$ cat src/rtl/pipe_skid_stage_pkg.sv
// Shared pipeline types: stage payload structs and the skid-stage state encoding.
package pipe_skid_stage_pkg;

  localparam int XLEN = 32;

  typedef struct packed {
    logic [XLEN-1:0] pc;
    logic [XLEN-1:0] instr;
  } if_id_t;

  typedef struct packed {
    logic [XLEN-1:0] pc;
    logic [XLEN-1:0] rs1_val;
    logic [XLEN-1:0] rs2_val;
    logic [XLEN-1:0] imm;
    logic [4:0]      rd;
    logic [3:0]      alu_op;
    logic            mem_rd;
    logic            mem_wr;
    logic            reg_wr;
  } id_ex_t;

  typedef struct packed {
    logic [XLEN-1:0] alu_res;
    logic [XLEN-1:0] st_data;
    logic [4:0]      rd;
    logic            mem_rd;
    logic            mem_wr;
    logic            reg_wr;
  } ex_mem_t;

  typedef struct packed {
    logic [XLEN-1:0] wb_data;
    logic [4:0]      rd;
    logic            reg_wr;
  } mem_wb_t;

  // Encoding is {out_valid, skid_valid} so both flags read straight off the state.
  typedef enum logic [1:0] {
    EMPTY = 2'b00,
    FULL  = 2'b10,
    SKID  = 2'b11
  } skid_state_e;

endpackage

$ cat src/rtl/pipe_skid_stage_sat_counter.sv
// Saturating up-counter used for performance monitors; sticks at all-ones.
module sat_counter #(
  parameter int W = 16
) (
  input  logic         clk,
  input  logic         rst,
  input  logic         inc_i,
  output logic [W-1:0] cnt_o
);

  logic [W-1:0] cnt_q;

  // Count on inc, hold once every bit is set, synchronous clear.
  always_ff @(posedge clk) begin
    if (rst)                 cnt_q <= '0;
    else if (inc_i && !(&cnt_q)) cnt_q <= cnt_q + 1'b1;
  end

  assign cnt_o = cnt_q;

endmodule

$ cat src/rtl/pipe_skid_stage.sv
// Elastic valid/ready pipeline stage with optional two-entry skid buffer,
// synchronous flush and a saturating stall counter.
module pipe_skid_stage
  import pipe_skid_stage_pkg::*;
#(
  parameter int                DATA_W   = 256,
  parameter bit                SKID_EN  = 1'b1,
  parameter int                CNT_W    = 16,
  parameter logic [DATA_W-1:0] RST_DATA = '0
) (
  input  logic              clk,
  input  logic              rst,
  input  logic              flush_i,
  input  logic              in_valid_i,
  output logic              in_ready_o,
  input  logic [DATA_W-1:0] in_data_i,
  output logic              out_valid_o,
  input  logic              out_ready_i,
  output logic [DATA_W-1:0] out_data_o,
  output logic [1:0]        occupancy_o,
  output logic [CNT_W-1:0]  stall_cnt_o
);

  skid_state_e       state_q, state_d;
  logic [DATA_W-1:0] main_q, main_d;
  logic [DATA_W-1:0] skid_q, skid_d;
  logic              in_xfer, out_xfer;

  assign out_valid_o = state_q[1];
  assign out_data_o  = main_q;
  // EMPTY=0, FULL=1, SKID=2 entries.
  assign occupancy_o = {state_q[1] & state_q[0], state_q[1] ^ state_q[0]};

  // With the skid buffer, ready comes only from the skid flag so out_ready
  // never reaches in_ready combinationally; without it, pass-through ready.
  assign in_ready_o = SKID_EN ? !state_q[0] : (!state_q[1] || out_ready_i);

  assign in_xfer  = in_valid_i && in_ready_o;
  assign out_xfer = out_valid_o && out_ready_i;

  // Next state and payload moves; flush empties the stage but leaves payload regs alone.
  always_comb begin
    state_d = state_q;
    main_d  = main_q;
    skid_d  = skid_q;
    if (flush_i) begin
      state_d = EMPTY;
    end else begin
      unique case (state_q)
        EMPTY: begin
          if (in_xfer) begin
            state_d = FULL;
            main_d  = in_data_i;
          end
        end
        FULL: begin
          if (in_xfer && out_xfer) begin
            main_d = in_data_i;
          end else if (in_xfer) begin
            // Only reachable with the skid buffer: downstream stalled, park the new beat.
            state_d = SKID;
            skid_d  = in_data_i;
          end else if (out_xfer) begin
            state_d = EMPTY;
          end
        end
        SKID: begin
          if (out_ready_i) begin
            state_d = FULL;
            main_d  = skid_q;
          end
        end
        default: state_d = EMPTY;
      endcase
    end
  end

  // State and payload registers with synchronous reset.
  always_ff @(posedge clk) begin
    if (rst) begin
      state_q <= EMPTY;
      main_q  <= RST_DATA;
      skid_q  <= '0;
    end else begin
      state_q <= state_d;
      main_q  <= main_d;
      skid_q  <= skid_d;
    end
  end

  sat_counter #(.W(CNT_W)) u_stall_cnt (
    .clk   (clk),
    .rst   (rst),
    .inc_i (out_valid_o && !out_ready_i),
    .cnt_o (stall_cnt_o)
  );

endmodule

$ cat config.mk
export PLATFORM = sky130hd
export DESIGN_NAME = pipe_skid_stage
export DESIGN_NICKNAME = d
export VERILOG_FILES = /design/src/rtl/pipe_skid_stage_pkg.sv /design/src/rtl/pipe_skid_stage_sat_counter.sv /design/src/rtl/pipe_skid_stage.sv
export SDC_FILE = /design/constraint.sdc
export NUM_CORES = 1
export LEC_CHECK = 0
export CORE_AREA = 2 2 211 213
export DETAILED_ROUTE_END_ITERATION = 8
export DIE_AREA = 0 0 213 215
export PLACE_DENSITY = 0.81
export SLEW_MARGIN = 15
export SYNTH_ARGS = -nofsm -noshare
export SYNTH_HDL_FRONTEND = slang
export SYNTH_SLANG_ARGS = --single-unit
$ cat constraint.sdc
create_clock -name clk -period 3.42 [get_ports clk]
set_input_delay 0.855 -clock clk [delete_from_list [all_inputs] [get_ports clk]]
set_output_delay 0.855 -clock clk [all_outputs]
set_load 0.05 [all_outputs]
Word-level counts from Yosys, hierarchy flattened --
Index checks and enable logic that the tools add are counted.
Storage, ports and cells: flip-flop bits (word level) 530, input bits 261
Operators by class: add/subtract/negate cells 1, eq/ne operators 7, multiplexer cells 10, bitwise logic cells 4, reduce and logical (&&, ||, !) cells 15
Operator list (number):
- $mux 256 | 3
- $pmux 256 s3 | 1
- $add 16x1->16 const B | 1
- $reduce_and 16->1 | 1
- $mux 2 | 5
- $ne 2x2->1 const B | 4
- $reduce_and 4->1 | 2
- $pmux 2 s3 | 1
- $logic_and 1x1->1 | 5
- $reduce_and 5->1 | 1
- $eq 2x2->1 const B | 2
- $logic_not 1->1 | 3
- $ne 3x3->1 const B | 1
- $reduce_bool 3->1 | 1
- $logic_not 2->1 | 1
- $not 1->1 | 2
- $reduce_or 2->1 | 1
- $and 1x1->1 | 1
- $xor 1x1->1 | 1

Depth between registers and ports, before layout --
Gate-level depths: netlist (run 1).
word-level depth 5, depth in mapped cells 9, gate-level depth less buffers 6

Cells and area by module --
From an unflattened synthesis (run 1), not the netlist that was laid out.
Second synthesis, totals: cell total of the unflattened synthesis 2401, area total of the unflattened synthesis 21341.7 µm²
By module, submodules not included:
- pipe_skid_stage | times used 1, cells an instance 2305, area each 20508.4 µm², sequential area each 10289.9 µm²
- sat_counter | times used 1, cells an instance 96, area each 833.3 µm², sequential area each 320.3 µm²

Worst setup path after synthesis (run 1) --
No wires, ideal clock.
path type register to register, start register state_q[1], end register main_q[172] (netlist: out_data_o[172]), arrival time 2473 ps, required time 3274 ps, setup slack 801 ps, cell stages (with the launch flop) 7, cells stage by stage dfxtp_1 -> ha_1 -> buf_2 -> buf_4 -> clkbuf_1 -> mux2i_1 -> a211oi_2
Between the ends: longest elaborated chain between the ends 4, elaborated cells between the ends (all ways) 11
RTL lines:
- start: declaration | line pipe_skid_stage.sv:24 | skid_state_e state_q, state_d;
- start signal: assignment | line pipe_skid_stage.sv:85 | state_q <= state_d;
- $logic_and 1x1->1 | line pipe_skid_stage.sv:39 | assign out_xfer = out_valid_o && out_ready_i;
- $logic_and 1x1->1 | line pipe_skid_stage.sv:57 | if (in_xfer && out_xfer) begin
- $ne 2x2->1 (no line)
- $reduce_and 5->1 (no line)
- end signal: assignment | line pipe_skid_stage.sv:86 | main_q <= main_d;
- end: declaration | line pipe_skid_stage.sv:25 | logic [DATA_W-1:0] main_q, main_d;
Parallel ways exist; a longest one is shown, timed or not. A chain may end at the register's enable or synchronous reset.

Final worst setup path (run 1) --
start register state_q[1], end output occupancy_o[0]
Between the ends: longest elaborated chain between the ends 1
RTL lines:
- $xor 1x1->1 | line pipe_skid_stage.sv:32 | assign occupancy_o = {state_q[1] & state_q[0], state_q[1] ^ state_q[0]};
- end: declaration | line pipe_skid_stage.sv:20 | output logic [1:0] occupancy_o,
Every way passes these cells.

==> flow_metrics.tcl, run 1 <==
set metrics [dict create \
    outcome "complete, no violations" \
    yosysSeqAreaShare_pct 48.3 \
    initial_core_util_pct 50.3 \
    hold_viol 0 \
    finalSetupTns_ns 0 \
    cp-endpoint "occupancy_o[0]" \
    vias 18600 \
    grt_max_degree 139 \
    grt_usage_pct 26.6 \
    place_congestion 0.855 \
    netlist-cell-type-count 36 \
    synth_nets 2632 \
    dp_hpwl_mm 42.5 \
    rows 77 \
    reg2regPathDepth 8 \
    synth_flop_cell "dfxtp_1" \
    fin_skew_ns 0.0172 \
    worstPathRequired_ns 2.56 \
    pre_cts_slack_ns 0.272 \
    h-tree-depth 2 \
    ys_ff_latch 530 \
    drtAntennaViolNets 0 \
    worstSetupPathType "reg2out" \
    postSynthAreaPerCell_um2 9.28 \
    drc 0 \
    slew_headroom_pct 21.4 \
    setup_ws_ns 0.224 \
    start_kind "flip-flop" \
    clock_sinks 530 \
    synth_common_cells "530 x dfxtp_1, 521 x nand2_1, 273 x nor2_1" \
    overflow 0 \
    drt_iter0_markers 1276 \
    worst_r2r_startpoint "state_q[1]$_SDFFE_PP0P_" \
    synth_edf_count 0 \
    wl_per_cell_um 18.3 \
    synthArstFlopShare_pct 0 \
    setup_viol 0 \
    die_w_um 213 \
    synth_area_mm2 0.0220 \
    cp.arrival_ns 2.34 \
    critPathMaxFanout 7 \
    detailedRoute.firstPassIterationCount 8 \
    path_clk_slew_ns 0.06 \
    p_per_area_mw_per_mm2 533 \
    final.period_utilization_pct 93.5 \
    areaGrowthSynthToFinish_pct 34.3 \
    yosysTopAreaCellShare_pct 48.3 \
    crit_path_end_kind "primary output" \
    yosysWarnings 0 \
    hp-class "reg2reg" \
    coreArea_mm2 0.0436 \
    maxCapViolations 0 \
    final_area_mm2 0.0295 \
    final.min_clock_period_ns 3.20 \
    finalPower_mw 15.7 \
    cts_buffer_depth 3 \
    hold_buffers 0 \
    io_pins 537 \
    dieArea_mm2 0.0458 \
    yosysMostFrequentCell "dfxtp_1" \
    dpl_cell_area_mm2 0.0276 \
    die_h_um 215 \
    hold_ws_ns 0.453 \
    ir_drop_v 0.000473 \
    cts_root_buf "clkbuf_16" \
    grt_pass1_vias 18600 \
    leakage_nw 9.50 \
    worst-slew-pin-transition_ns 1.18 \
    rsz0062_at_grt "false" \
    crit_start "state_q[1]$_SDFFE_PP0P_" \
    port-buffer-count 536 \
    routed_wl_mm 63.1 \
    slew_viol_final 0 \
    netlist_top_cells_area "dfxtp_1 48%, mux2i_1 12%, a211oi_2 11%, nand2_1 8.9%, a21oi_1 6.0%" \
    fmax_ghz 0.313 \
    cts_resized 0 \
    layout.nets 3067 \
    r2r_end "out_data_o[55]$_SDFFE_PP0P_" \
    synth_cells 2366 \
    cts_setup_buffers 0 \
    yosysTopAreaCell "dfxtp_1" \
    drive_above_1_share_pct 11.9 \
    antenna_found_initial 17 \
    via_per_inst 5.41 \
    cts_tree "yes" \
    cts_inserted_buffers 55 \
    clk_latency_ns 0.60 \
    grt_pass1_wl_mm 98.1 \
    worst-r2r-setup-slack_ns 0.98 \
]
power by group:
part | internal (mW) | switching, mW | total, mW | leakage (nW)
clock network | 3.62 | 2.45 | 6.07 | 0.908
registers | 6.49 | 0.185 | 6.68 | 4.32
logic | 1.10 | 1.88 | 2.98 | 4.26
total | 11.2 | 4.52 | 15.7 | 9.50
worst max-delay path, stage by stage, from the launching register on:
cell             delay [ns]
dfxtp_1                0.48
inv_1                  0.13
ha_1                   0.33
clkdlybuf4s50_1        0.80
worst min path at each step:
stage,slack [ns],endpoint,from,cells after the start
2_1_floorplan,0.44,skid_q[0]$_SDFFE_PP0P_,skid_q[0]$_SDFFE_PP0P_,2
3_3_place_gp,0.44,skid_q[160]$_SDFFE_PP0P_,skid_q[160]$_SDFFE_PP0P_,2
3_5_place_dp,0.45,skid_q[48]$_SDFFE_PP0P_,skid_q[48]$_SDFFE_PP0P_,2
4_1_cts,0.45,skid_q[17]$_SDFFE_PP0P_,skid_q[17]$_SDFFE_PP0P_,2
5_1_grt,0.47,skid_q[17]$_SDFFE_PP0P_,skid_q[17]$_SDFFE_PP0P_,2
6_report,0.45,skid_q[62]$_SDFFE_PP0P_,skid_q[62]$_SDFFE_PP0P_,2
final cells by class:
cell class | count | area (µm²)
clock buffer | 75 | 1590
inverter | 4 | 15.0
tap | 592 | 741
fill | 3313 | 14100
timing repair buffer | 581 | 5970
clock inverter | 20 | 240
sequential | 530 | 10600
antenna | 15 | 37.5
multi-input combinational | 1629 | 10300
metrics by stage:
stage	util, %	std cells
floorplan	-	2366
global placement	63.3	3336
detailed placement	63.3	3336
CTS	67.5	3431
global route	67.6	3443
finish	67.6	3446
sequential cells by signal, summed over array words and instances (netlist names):
name               cells
skid_q               256
out_data_o           256
state_q                2
u_stall_cnt.cnt_o     16
routing by layer:
layer  global-route usage, %  vias up  routed length, µm
met5                       0        -                 66
met4                    13.1       10               2960
met3                    8.62      159               5120
met2                    45.5      563              30700
met1                    29.6     8939              24300
li1                        -     8977                  -
kinds of logic (layout without fill, tap and decap cells):
kind of cell | count (synthesis) | after routing | share of synthesized area [%]
xor+xnor | 12 | 12 | 0.479
buf+inv | 207 | 680 | 4.98
other cells | 0 | 15 | 0
simple gates | 824 | 824 | 14.5
fa+ha+maj | 5 | 5 | 0.285
compound gates | 528 | 528 | 19.6
mux | 260 | 260 | 11.8
flops | 530 | 530 | 48.3
cell usage in the layout (no fill, tap or decap), types with 3 or more instances in the layout:
master | netlist | layout
clkbuf_1 | 108 | 8
clkbuf_8 | 0 | 10
dfxtp_1 | 530 | 530
nor3_1 | 10 | 10
mux2i_1 | 260 | 260
nand3_1 | 3 | 3
a211oi_2 | 200 | 200
clkdlybuf4s50_1 | 0 | 535
diode_2 | 0 | 15
clkinv_2 | 0 | 11
ha_1 | 5 | 4
nand4_1 | 4 | 4
buf_12 | 0 | 21
a211oi_1 | 58 | 58
xnor2_1 | 12 | 12
buf_4 | 17 | 24
a21oi_1 | 262 | 262
clkbuf_16 | 0 | 57
inv_1 | 4 | 4
nor2_1 | 273 | 273
nand2_1 | 521 | 521
bufinv_16 | 0 | 5
(Power assumes the default switching activity.)
==> inputs of run 2 (changes only) <==
--- a/config.mk
+++ b/config.mk
@@ -9,6 +9,8 @@
 export DETAILED_ROUTE_END_ITERATION = 8
 export DIE_AREA = 0 0 213 215
 export PLACE_DENSITY = 0.81
+export SETUP_SLACK_MARGIN = 0.02
+export SKIP_CTS_REPAIR_TIMING = 1
 export SLEW_MARGIN = 15
 export SYNTH_ARGS = -nofsm -noshare
 export SYNTH_HDL_FRONTEND = slang
==> results of run 2 <==
Final layout, timing and power as in run 1 (identical DEF).
